### config.mk
export PLATFORM = sky130hd
export DESIGN_NAME = cond_logic
export DESIGN_NICKNAME = d
export VERILOG_FILES = /design/src/rtl/cond_logic.sv
export SDC_FILE = /design/constraint.sdc
export NUM_CORES = 1
export LEC_CHECK = 0
export CORE_AREA = 2 2 39 41
export CTS_CLUSTER_SIZE = 30
export DETAILED_ROUTE_END_ITERATION = 7
export DIE_AREA = 0 0 41 43
export PLACE_DENSITY = 0.71
export SLEW_MARGIN = 15
export SYNTH_ARGS = -nofsm -noshare
export SYNTH_HDL_FRONTEND = slang
export SYNTH_SLANG_ARGS = --single-unit
### constraint.sdc
create_clock -name clk -period 2.35 [get_ports clk]
set_input_delay 0.47 -clock clk [delete_from_list [all_inputs] [get_ports clk]]
set_output_delay 0.47 -clock clk [all_outputs]
set_load 0.005 [all_outputs]
### src/rtl/cond_logic.sv
`default_nettype none
// ============================================================================
//  Module      : cond_logic
//  Description : Conditional-execution unit for the multicycle ARM core.
//                Holds the NZCV flag register, evaluates the instruction
//                condition field against it, and gates the FSM's PC,
//                register-file and memory write strobes with the registered
//                condition result.
//  Ports       : clk       - system clock, rising-edge active
//                reset     - synchronous active-high reset (clears flags and
//                            the registered condition result)
//                Cond      - instruction condition field Instr[31:28]
//                ALUFlags  - {N,Z,C,V} from the ALU this cycle
//                FlagW     - flag write request [1]=N,Z group [0]=C,V group
//                PCS       - instruction writes the PC
//                NextPC    - unconditional PC update from the FSM (Fetch)
//                RegW      - register write request from the FSM
//                MemW      - memory write request from the FSM
//                NoWrite   - suppress register write (compare/test ops)
//                PCWrite   - PC register enable
//                RegWrite  - register file write enable
//                MemWrite  - data memory write enable
//                Flags     - current {N,Z,C,V} register contents
//                CondEx    - combinational condition result
//  Revision    : 1.0 - initial release
// ============================================================================
module cond_logic (
    input  logic       clk,
    input  logic       reset,
    input  logic [3:0] Cond,
    input  logic [3:0] ALUFlags,
    input  logic [1:0] FlagW,
    input  logic       PCS,
    input  logic       NextPC,
    input  logic       RegW,
    input  logic       MemW,
    input  logic       NoWrite,
    output logic       PCWrite,
    output logic       RegWrite,
    output logic       MemWrite,
    output logic [3:0] Flags,
    output logic       CondEx
);

    // Condition field encodings
    localparam logic [3:0] C_EQ = 4'b0000;
    localparam logic [3:0] C_NE = 4'b0001;
    localparam logic [3:0] C_CS = 4'b0010;
    localparam logic [3:0] C_CC = 4'b0011;
    localparam logic [3:0] C_MI = 4'b0100;
    localparam logic [3:0] C_PL = 4'b0101;
    localparam logic [3:0] C_VS = 4'b0110;
    localparam logic [3:0] C_VC = 4'b0111;
    localparam logic [3:0] C_HI = 4'b1000;
    localparam logic [3:0] C_LS = 4'b1001;
    localparam logic [3:0] C_GE = 4'b1010;
    localparam logic [3:0] C_LT = 4'b1011;
    localparam logic [3:0] C_GT = 4'b1100;
    localparam logic [3:0] C_LE = 4'b1101;

    logic [3:0] r_flags_q;
    logic [3:0] w_flags_d;
    logic       r_cond_ex_q;
    logic       w_cond_ex_d;
    logic [1:0] w_flag_write;
    logic       w_n;
    logic       w_z;
    logic       w_c;
    logic       w_v;

    assign w_n = r_flags_q[3];
    assign w_z = r_flags_q[2];
    assign w_c = r_flags_q[1];
    assign w_v = r_flags_q[0];

    // Condition is evaluated against the registered flags only, so an
    // instruction that sets flags is judged by the flags that preceded it.
    always_comb begin
        w_cond_ex_d = 1'b1;
        case (Cond)
            C_EQ:    w_cond_ex_d = w_z;
            C_NE:    w_cond_ex_d = ~w_z;
            C_CS:    w_cond_ex_d = w_c;
            C_CC:    w_cond_ex_d = ~w_c;
            C_MI:    w_cond_ex_d = w_n;
            C_PL:    w_cond_ex_d = ~w_n;
            C_VS:    w_cond_ex_d = w_v;
            C_VC:    w_cond_ex_d = ~w_v;
            C_HI:    w_cond_ex_d = w_c & ~w_z;
            C_LS:    w_cond_ex_d = ~w_c | w_z;
            C_GE:    w_cond_ex_d = (w_n == w_v);
            C_LT:    w_cond_ex_d = (w_n != w_v);
            C_GT:    w_cond_ex_d = ~w_z & (w_n == w_v);
            C_LE:    w_cond_ex_d = w_z | (w_n != w_v);
            default: w_cond_ex_d = 1'b1; // AL, and 1111 behaves as AL
        endcase
    end

    // N,Z and C,V are independently writable groups.
    always_comb begin
        w_flag_write = FlagW & {2{w_cond_ex_d}};
        w_flags_d    = r_flags_q;
        if (w_flag_write[1]) begin
            w_flags_d[3:2] = ALUFlags[3:2];
        end
        if (w_flag_write[0]) begin
            w_flags_d[1:0] = ALUFlags[1:0];
        end
    end

    always_ff @(posedge clk) begin
        if (reset) begin
            r_flags_q   <= 4'b0000;
            r_cond_ex_q <= 1'b0;
        end else begin
            r_flags_q   <= w_flags_d;
            r_cond_ex_q <= w_cond_ex_d;
        end
    end

    // Gated strobes use last cycle's condition result; the FSM keeps Cond
    // stable from Decode through writeback so this matches the current
    // instruction. Reset also masks the strobes combinationally so nothing
    // is written while reset is held. NextPC is never gated.
    assign PCWrite  = (PCS & r_cond_ex_q & ~reset) | NextPC;
    assign RegWrite = RegW & r_cond_ex_q & ~NoWrite & ~reset;
    assign MemWrite = MemW & r_cond_ex_q & ~reset;
    assign Flags    = r_flags_q;
    assign CondEx   = w_cond_ex_d;

endmodule
`default_nettype wire

### Yosys cells after proc, flatten, opt, wreduce, memory -nomap -nowiden

Cells that the tools add are included.

| storage, ports and cells | value |
|---|---|
| memories kept | 0 |
| bits in latches | 0 |
| register bits | 5 |
| memory bits (read-only) | 0 |
| bits in writable memories | 0 |

| operators by class | value |
|---|---|
| multiply operators | 0 |
| muxes and demuxes | 1 |
| divide/modulo/power cells | 0 |
| $add $sub $neg | 0 |
| bitwise logic cells | 19 |
| shift operators | 0 |
| equal/unequal tests | 15 |
| reductions and logical operators | 1 |
| magnitude comparators | 0 |

Operators with widths:

| operator | number |
|---|---|
| == test 4 bit (second input constant) | 6 |
| == test 4 x 3 -> 1 bit (second input constant) | 4 |
| one-hot mux 1 bit (14 select lines) | 1 |
| AND 1 bit | 9 |
| == test 4 x 2 -> 1 bit (second input constant) | 2 |
| inverter 1 bit | 6 |
| == test 4 x 1 -> 1 bit (second input constant) | 1 |
| logical NOT 4 bit | 1 |
| OR 1 bit | 3 |
| AND 2 bit | 1 |
| == test 1 bit | 1 |
| != test 1 bit | 1 |

### Logic depth before layout (Yosys ltp)

| depth | value |
|---|---|
| word-level depth | 4 |
| depth in mapped cells | 7 |

### Worst setup path after synthesis

Ideal clock, no wire load.

| timing | value |
|---|---|
| path kind | input-to-output |
| start point | input Cond[3] |
| end point | output CondEx |
| required time | 1.880 ns |
| cell stages on the path | 5 |
| path buffers | 1 |
| arrival | 1.470 ns |
| path slack | 0.410 ns |
| cells stage by stage | buf_4 > and2_1 > and3_1 > o311ai_2 > o2111ai_4 |

| on the way | value |
|---|---|
| cells in the longest elaborated chain, start to end | 2 |
| elaborated cells on any way between the ends | 15 |
| classes of those cells | eq/ne (13); mux (1); reduce/logical (1) |

Ends and longest elaborated chain:

| element | RTL line | text |
|---|---|---|
| start: declaration | 30 | `input logic [3:0] Cond,` |
| == test 4 bit, or another cell as far along | 80 | `case (Cond)` |
| one-hot mux 1 bit (14 select lines) (*) | 80 |  |
| end: declaration | 42 | `output logic CondEx` |

Mark *: on every way between the ends. The rest lies on a longest branch, timed or not.

### Worst setup path after layout

| timing | value |
|---|---|
| start point | input RegW |
| end point | output RegWrite |

| on the way | value |
|---|---|
| cells in the longest elaborated chain, start to end | 3 |

Ends and longest elaborated chain:

| element | RTL line | text |
|---|---|---|
| start: declaration | 35 | `input logic RegW,` |
| AND 1 bit (3 in a row) | 126 | `assign RegWrite = RegW & r_cond_ex_q & ~NoWrite & ~reset;` |
| end: declaration | 39 | `output logic RegWrite,` |

Every way passes these cells.

==> summary.txt <==
Setup path
  • CP max stage delay: 0.57 ns
  • Reg2reg start: Flags[3]
  • CP Class: in2out
  • Worst Path Required: around 1.9 ns
  • CP Cell Sequence: clkdlybuf4s50_1 -> nor4bb_1 -> clkdlybuf4s50_1
  • Cell family with most CP delay: buffers and inverters
  • Start point of the critical path: RegW
  • Bufs and invs on worst path: 2
  • CP arrival: 1.84 ns
  • Crit start category: input pin
  • CP max stage cell: clkdlybuf4s50_1
  • Critical Path Fanout Max: 1
  • Most used cell, CP: clkdlybuf4s50_1
  • Nature of the critical path endpoint: output port

Placement
  • Cells after DPL: slightly below 100
  • Placer Congestion: a little over 0.7
  • Buffers added on ports: 24
  • Detailed placement HPWL: between 1000 and 1500 um

GRT
  • First-pass GRT wire length: between 1500 and 2000 um
  • Remaining Overflow, GRT: 0
  • Vias in the first global route: between 400 and 500
  • Initial antenna violation count: 0
  • Largest net degree at the start of global routing: 10
  • Gr usage total: roughly 15%

Floorplan
  • Area of the die: between 1500 and 2000 um2
  • IO Count: 25
  • Std-Cell Rows: 14
  • Die X: a little over 40 um
  • Core Area: roughly 1400 um2
  • DIE HEIGHT: roughly 43 um
  • Starting Density: 31.8%

Layout
  • Ant diodes: 0
  • Final Non-Filler Cells: slightly above 100
  • Share of cells above drive strength 1: about a quarter
  • Layout Utilization: between 50% and 60%
  • Commonest non-fill, non-tap cell in the layout: clkdlybuf4s50_1
  • Layout area overhead: 78.1%
  • Nets: 104
  • Commonest cells after routing, fill and taps aside: clkdlybuf4s50_1 (19), buf_4 (12), nand2_1 (6), dfxtp_1 (5), a21oi_1 (5)

Detailed routing
  • Vias per inst: slightly above 5
  • ANT nets after route: 0
  • Final WL: 1250 um
  • Vias: about 530
  • Routed WL per cell: approximately 12 um
  • First-iteration detailed-routing DRC count: 3
  • TritonRoute pass-1 iters: 2
  • DRC: 0

Timing
  • Max_slew headroom: 75.9%
  • Clk_skew: 0.000676 ns
  • Tmin final: about 2.3 ns
  • Final hold slack: approximately 0.70 ns
  • Worst-margin pin slew: ~0.36 ns
  • Finish-stage setup viols: 0
  • Final hold viol count: 0
  • Final Slew Violations: 0
  • Fmax: ~430 MHz
  • RSZ-0062 raised after global routing: no
  • Final Cycle Share: between 90 and 100%

Hold path
  • Hold_sp: Flags[1]
  • Worst hold-check path type: reg2reg

Job
  • MaxCap Viol Count: 0

Synth
  • Syn Inst Count: a little under 50
  • Post-Syn Area: 440 um2
  • Sequential-to-total area share from yosys stat: ~23%
  • Syn Nets: between 60 and 70
  • Flops & latches, synth: 5
  • Synth unique cells: 28
  • Warnings from Yosys: 0
  • Synthesized area per cell: around 9 um2

Clocking
  • Clock Path Buffers: 2
  • Num CTS Buffers: 3
  • CTS root buffer: clkbuf_4
  • CTS tree: built
  • Clk pin slew, worst setup/hold paths: 0.04 ns
  • Worst-Skew Late Latency: ~0.23 ns
  • Clk sink count: 5
  • Post-CTS Hold Buffers: 0
  • H-tree levels: 1

Pwr
  • Max VDD drop: ~0.30 mV
  • Leak: around 0.35 nW
  • Power Dens Cells: ~400 nW/um2

Run status
  • Status: finished clean
sequential cells by signal (all words and copies together) (netlist names):
name / count
Flags: 4
r_cond_ex_q: 1
routing by layer:
layer / GRT usage, % / share of wire [%]
met1: 16.1 / 42
met2: 26.9 / 54
met3: 1.57 / 4.1
met4: 6.00 / 0
met5: 0 / 0
kinds of logic after synthesis:
kind of cell / count (synthesis) / share of synthesized area (%)
simple gates: 19 / 29.0
compound gates: 16 / 33.2
flops: 5 / 22.7
buf+inv: 5 / 6.82
xor+xnor: 3 / 5.97
mux: 1 / 2.27
path summary, 6_finish.rpt:
kind	end	slack [ns]	depth (start not counted)
worst max register to register	Flags[3]	0.53	6
worst min-delay path	Flags[1]	0.70	3
worst min register to register	Flags[1]	0.70	3
worst max-delay path	RegWrite	0.04	3
final cells by class:
type,count,area [um2]
sequential,5,100
timing repair buffer,36,320
inverter,2,7.51
multi-input combinational,39,310
clock buffer,4,26.3
tap,16,20.0
fill,139,599
power breakdown:
group | internal (mW) | total (mW) | switching [mW]
sequential | 0.0920 | 0.0985 | 0.00648
combinational | 0.0751 | 0.123 | 0.0474
clock | 0.0639 | 0.0951 | 0.0311
synthesized netlist by cell type (all sizes together):
library cell  instances  area, um2
a21oi                 5       25.0
a31o                  1       8.76
a31oi                 1       6.26
a41o                  4       40.0
and2                  2       13.8
and3                  2       12.5
buf                   2       18.8
clkbuf                1       3.75
dfxtp                 5        100
inv                   2       7.51
mux2i                 1       10.0
nand2                 6       22.5
nand3                 1       5.00
nand3b                1       7.51
nand4b                1       8.76
nand4bb               1       11.3
nor4b                 1       8.76
nor4bb                2       20.0
o2111ai               1       26.3
o21ai                 1       5.00
o221ai                1       8.76
o311ai                1       16.3
o32a                  1       10.0
or2b                  1       7.51
or4b                  1       10.0
xor2                  3       26.3
per-stage QoR:
step / worst slack [ns] / setup TNS, ns / total power, mW / instance area, um2
after floorplan: 0.410 / 0 / 0.153 / 440
after global placement: -0.424 / -0.499 / 0.226 / 768
after detailed placement: -0.461 / -0.649 / 0.228 / 768
after CTS: 0.0520 / 0 / 0.321 / 785
after global routing: 0.00694 / 0 / 0.336 / 785
final: 0.0444 / 0 / 0.316 / 785
worst register-to-register path, stage by stage (launching register included):
cell and delay [ns]:
dfxtp_1 0.36, xor2_1 0.20, o221ai_1 0.17, o311ai_2 0.39, o2111ai_4 0.17, buf_4 0.19, a41o_1 0.24
timing repair:
item / in CTS / in global routing
setup endpoints to repair: 1 / 0
setup buffers: 0 / 0
resized for setup: 8 / 0
Note: power is estimated with default switching activity, not from simulation.
